File: src/rtl/add_pkg.sv
// add_pkg: shared state encoding and sizing helpers for the digit-serial adder.
package add_pkg;
  typedef enum logic [1:0] {IDLE, RUN, DONE} state_e;
  function automatic int num_digits(int width, int digit);
    return width / digit;
  endfunction
  function automatic int cnt_width(int n);
    return (n <= 1) ? 1 : $clog2(n);
  endfunction
endpackage

File: src/rtl/full_adder_cell.sv
// full_adder_cell: one-bit combinational full adder, a link of the digit ripple chain.
module full_adder_cell (
  input  logic a,
  input  logic b,
  input  logic cin,
  output logic s,
  output logic cout
);
  assign s = a ^ b ^ cin;
  assign cout = (a & b) | (cin & (a ^ b));
endmodule

File: src/rtl/serial_add_sub.sv
// serial_add_sub: two's-complement add/subtract processed DIGIT bits per clock,
// least-significant digit first, with the carry registered between digits.
module serial_add_sub
  import add_pkg::*;
#(
  parameter int WIDTH = 8,
  parameter int DIGIT = 1
) (
  input  logic             clock,
  input  logic             resetn,
  input  logic             start,
  input  logic             sub,
  input  logic             cin,
  input  logic [WIDTH-1:0] a,
  input  logic [WIDTH-1:0] b,
  output logic             busy,
  output logic             done,
  output logic [WIDTH-1:0] sum,
  output logic             cout,
  output logic             ovf
);
  localparam int N = num_digits(WIDTH, DIGIT);
  localparam int CW = cnt_width(N);
  if (WIDTH < 2 || WIDTH % DIGIT != 0) begin : g_bad_params
    $error("serial_add_sub: DIGIT must divide WIDTH and WIDTH must be >= 2");
  end
  state_e           state_q;
  logic [WIDTH-1:0] opa_q, opb_q, res_q, res_d, sum_q;
  logic [CW-1:0]    cnt_q;
  logic             carry_q, busy_q, done_q, cout_q, ovf_q, last;
  logic [DIGIT:0]   c;
  logic [DIGIT-1:0] s;
  assign c[0] = carry_q;
  for (genvar i = 0; i < DIGIT; i++) begin : g_chain
    full_adder_cell u_fa (
      .a   (opa_q[i]),
      .b   (opb_q[i]),
      .cin (c[i]),
      .s   (s[i]),
      .cout(c[i+1])
    );
  end
  // New digit enters at the top so the last digit leaves the result fully aligned
  assign res_d = (res_q >> DIGIT) | (WIDTH'(s) << (WIDTH - DIGIT));
  assign last = cnt_q == CW'(N - 1);
  always_ff @(posedge clock or negedge resetn) begin
    if (!resetn) begin
      state_q <= IDLE;
      opa_q   <= '0;
      opb_q   <= '0;
      res_q   <= '0;
      sum_q   <= '0;
      cnt_q   <= '0;
      carry_q <= 1'b0;
      busy_q  <= 1'b0;
      done_q  <= 1'b0;
      cout_q  <= 1'b0;
      ovf_q   <= 1'b0;
    end else begin
      case (state_q)
        RUN: begin
          opa_q   <= opa_q >> DIGIT;
          opb_q   <= opb_q >> DIGIT;
          res_q   <= res_d;
          carry_q <= c[DIGIT];
          cnt_q   <= cnt_q + CW'(1);
          if (last) begin
            state_q <= DONE;
            busy_q  <= 1'b0;
            done_q  <= 1'b1;
            sum_q   <= res_d;
            cout_q  <= c[DIGIT];
            ovf_q   <= c[DIGIT-1] ^ c[DIGIT];
          end
        end
        default: begin
          done_q <= 1'b0;
          if (start) begin
            state_q <= RUN;
            busy_q  <= 1'b1;
            opa_q   <= a;
            opb_q   <= b ^ {WIDTH{sub}};
            carry_q <= cin;
            cnt_q   <= '0;
          end else begin
            state_q <= IDLE;
          end
        end
      endcase
    end
  end
  assign busy = busy_q;
  assign done = done_q;
  assign sum = sum_q;
  assign cout = cout_q;
  assign ovf = ovf_q;
endmodule

File: config.mk
export PLATFORM = sky130hd
export DESIGN_NAME = serial_add_sub
export DESIGN_NICKNAME = d
export VERILOG_FILES = /design/src/rtl/add_pkg.sv /design/src/rtl/full_adder_cell.sv /design/src/rtl/serial_add_sub.sv
export SDC_FILE = /design/constraint.sdc
export NUM_CORES = 1
export LEC_CHECK = 0
export CELL_PAD_IN_SITES_DETAIL_PLACEMENT = 1
export CELL_PAD_IN_SITES_GLOBAL_PLACEMENT = 2
export CORE_AREA = 2 2 77 79
export CTS_CLUSTER_DIAMETER = 50
export DETAILED_ROUTE_END_ITERATION = 10
export DIE_AREA = 0 0 79 81
export PLACE_DENSITY = 0.87
export SYNTH_ARGS = -nofsm -noshare
export SYNTH_HDL_FRONTEND = slang
export SYNTH_SLANG_ARGS = --single-unit
File: constraint.sdc
create_clock -name clock -period 1.88 [get_ports clock]
set_clock_uncertainty 0.1 [all_clocks]
set_input_delay 0.188 -clock clock [delete_from_list [all_inputs] [get_ports clock]]
set_output_delay 0.188 -clock clock [all_outputs]
set_load 0.02 [all_outputs]
==> flow_summary.ini <==
[timing]
tns_ns = 0
finalCritPeriodShare = 0.885
rsz0062_at_grt = false
drv_slew = 0
period_minus_slack_ns = 1.66
whs_ns = 0.384
slew_headroom = 0.664
finalHoldViolCount = 0
worst_pin_slew_ns = 0.504
fmax_mhz = 601
setup-violations-final = 0

[final_layout]
register_area_um2 = 1000
fin_cells = 268
fin_area_um2 = 2310
synthToLayoutAreaGrowth_pct = 26.5
nFillCells = 643
drive_gt1_frac = 0.135
antenna_cells = 0
multi_input_area_um2 = 748
nNetsFinal = 216

[worst_setup_path]
slowest_stage = clkdlybuf4s50_1
crit_family = buffers and inverters
crit_arrival_ns = 1.38
timing.rr.start = cnt_q[0]
setup.worst_path.class = reg -> out
worstPathCellList = clkdlybuf4s50_1
cpPeakStageDelay_ns = 0.64
crit_cells = 1
cp-start-kind = register
startpoint = done
cp_max_fo = 4
required_ns = 1.59
end_kind = output port
reg2reg_depth = 4
r2r_slack_ns = 0.27
path_buf_inv = 1

[worst_hold_path]
worst_hold_startpoint = opb_q[3]
hold_depth = 2
hp-class = reg -> reg

[floorplan]
initial_core_util = 0.322
fp-row-count = 28
fp.coreArea_um2 = 5680
pin_count = 33
dieWidth_um = 79
die_area_um2 = 6400
dieHeight_um = 81

[job]
drv_cap = 0

[clock_network]
clk_latency_ns = 0.28
clkSinkCount = 40
cts_buffers = 5
clockBufferDepth = 2
clk_pin_slew_worst_paths_ns = 0.08
root_buffer = clkbuf_8
htree_levels = 2
cts_tree = done

[run_status]
status = finished, final reports clean

[logic_synthesis]
syn-num-nets = 182
synth_top_area_frac = 0.548
synth_seq_cells = 40
synthArstFlopShare = 1.00
synth_cell_types = 22
ys_top_cells_by_area = dfrtp_1 55%, mux2i_1 8.8%, nand2_1 8.0%
avgSynthCellArea_um2 = 11.6
synth_warnings = 0
yosysSeqAreaShare = 0.548
synth_top_cell_by_area = dfrtp_1
netlist_instances = 158
yosysMostFrequentCell = dfrtp_1
netlist_area_um2 = 1830
synth_commonest_cells = 40 x dfrtp_1, 39 x nand2_1, 19 x o21ai_0
synth_edf_count = 0
synthFlopType = dfrtp_1

[routing]
num_vias = 1198
ant_nets = 0
drt_wl_total_um = 3390
drc = 0
first_pass_iters = 2
post_drt_wl_per_cell_um = 12.6
drtIter0Drc = 17
vias_per_cell = 4.47

[power]
vdd_drop_max_mv = 0.515
power.total_mw = 3.48
p_leak_nw = 1.10
power_density_nw_per_um2 = 1500

[placement]
dp.cells = 259
dpl.hpwl_um = 2370
portBuffers = 32
dpl_cell_area_um2 = 2200
place.gp.congestion = 0.679

[grt]
first_global_vias = 1230
grt_max_degree = 41
grt_first_pass_wirelength_um = 5980
grt_overflow_total = 0
antenna_found_initial = 0
grt.total_usage = 0.121
worst paths after layout:
check,endpoint
max,done
min,opb_q[2]
max reg2reg,sum[1]
min reg2reg,opb_q[2]
max in group asynchronous,opa_q[4]
min in group asynchronous,done
final cells by class:
| type | count | area share |
|---|---|---|
| multi-input combinational | 107 | 0.324 |
| inverter | 1 | 0.00162 |
| tap | 75 | 0.0406 |
| timing repair buffer | 37 | 0.159 |
| clock inverter | 2 | 0.00649 |
| clock buffer | 6 | 0.0357 |
| sequential | 40 | 0.433 |
layout by cell type, fill, tap and decap left out, types with 2 or more instances in the layout:
| cell type | instances |
|---|---|
| a21oi_1 | 2 |
| buf_4 | 3 |
| clkbuf_8 | 6 |
| clkdlybuf4s50_1 | 31 |
| clkinvlp_4 | 2 |
| dfrtp_1 | 40 |
| ha_1 | 2 |
| mux2_2 | 2 |
| mux2_4 | 8 |
| mux2i_1 | 16 |
| nand2_1 | 39 |
| nand2b_1 | 3 |
| nor2_1 | 3 |
| o21ai_0 | 19 |
| xnor2_1 | 2 |
| xor2_1 | 7 |
where the power goes:
group,switching (mW),internal (mW)
combinational,0.713,0.689
clock,0.299,0.297
sequential,0.240,1.24
total,1.25,2.22
kinds of logic after synthesis:
kind of cell | Yosys count | synth area share
adders and majority gates | 3 | 0.0246
muxes | 26 | 0.166
AOI/OAI and AO/OA | 21 | 0.0575
xor gates and xnor gates | 9 | 0.0431
DFF | 40 | 0.548
buffers and inverters | 11 | 0.0431
and+or+nand+nor | 48 | 0.118
sequential cells by signal, summed over array words and instances, names as in the netlist:
register,cells
cout,1
cnt_q,3
done,1
sum,8
res_q,7
carry_q,1
state_q,1
opa_q,8
busy,1
ovf,1
opb_q,8
worst reg2reg max path: stages (launching register included):
cell and delay [ns]:
dfrtp_1 0.41, ha_1 0.22, ha_1 0.21, nand3b_4 0.19
mux2_2 0.36
routing by layer:
metal  vias up  track usage  share of wire
li1        582            -              -
met1       586        0.168           0.49
met2        27        0.191           0.46
met3         3       0.0344          0.043
met4         0       0.0259         0.0041
met5         -            0              0
what timing repair did:
item / 4_1_cts / 5_1_grt
hold buffers: 1 / 0
resized for setup: 0 / 0
setup buffers: 0 / 0
endpoints found under the hold margin: 40 / 0
endpoints found under the setup margin: 0 / 0
per-stage QoR:
| step | utilization | setup slack (ns) |
|---|---|---|
| 4_1_cts | 0.407 | 0.210 |
| 5_1_grt | 0.407 | 0.160 |
| 2_1_floorplan | - | 0.352 |
| 3_3_place_gp | 0.388 | 0.325 |
| 6_report | 0.407 | 0.216 |
| 3_5_place_dp | 0.388 | 0.253 |
(Power assumes the default switching activity.)
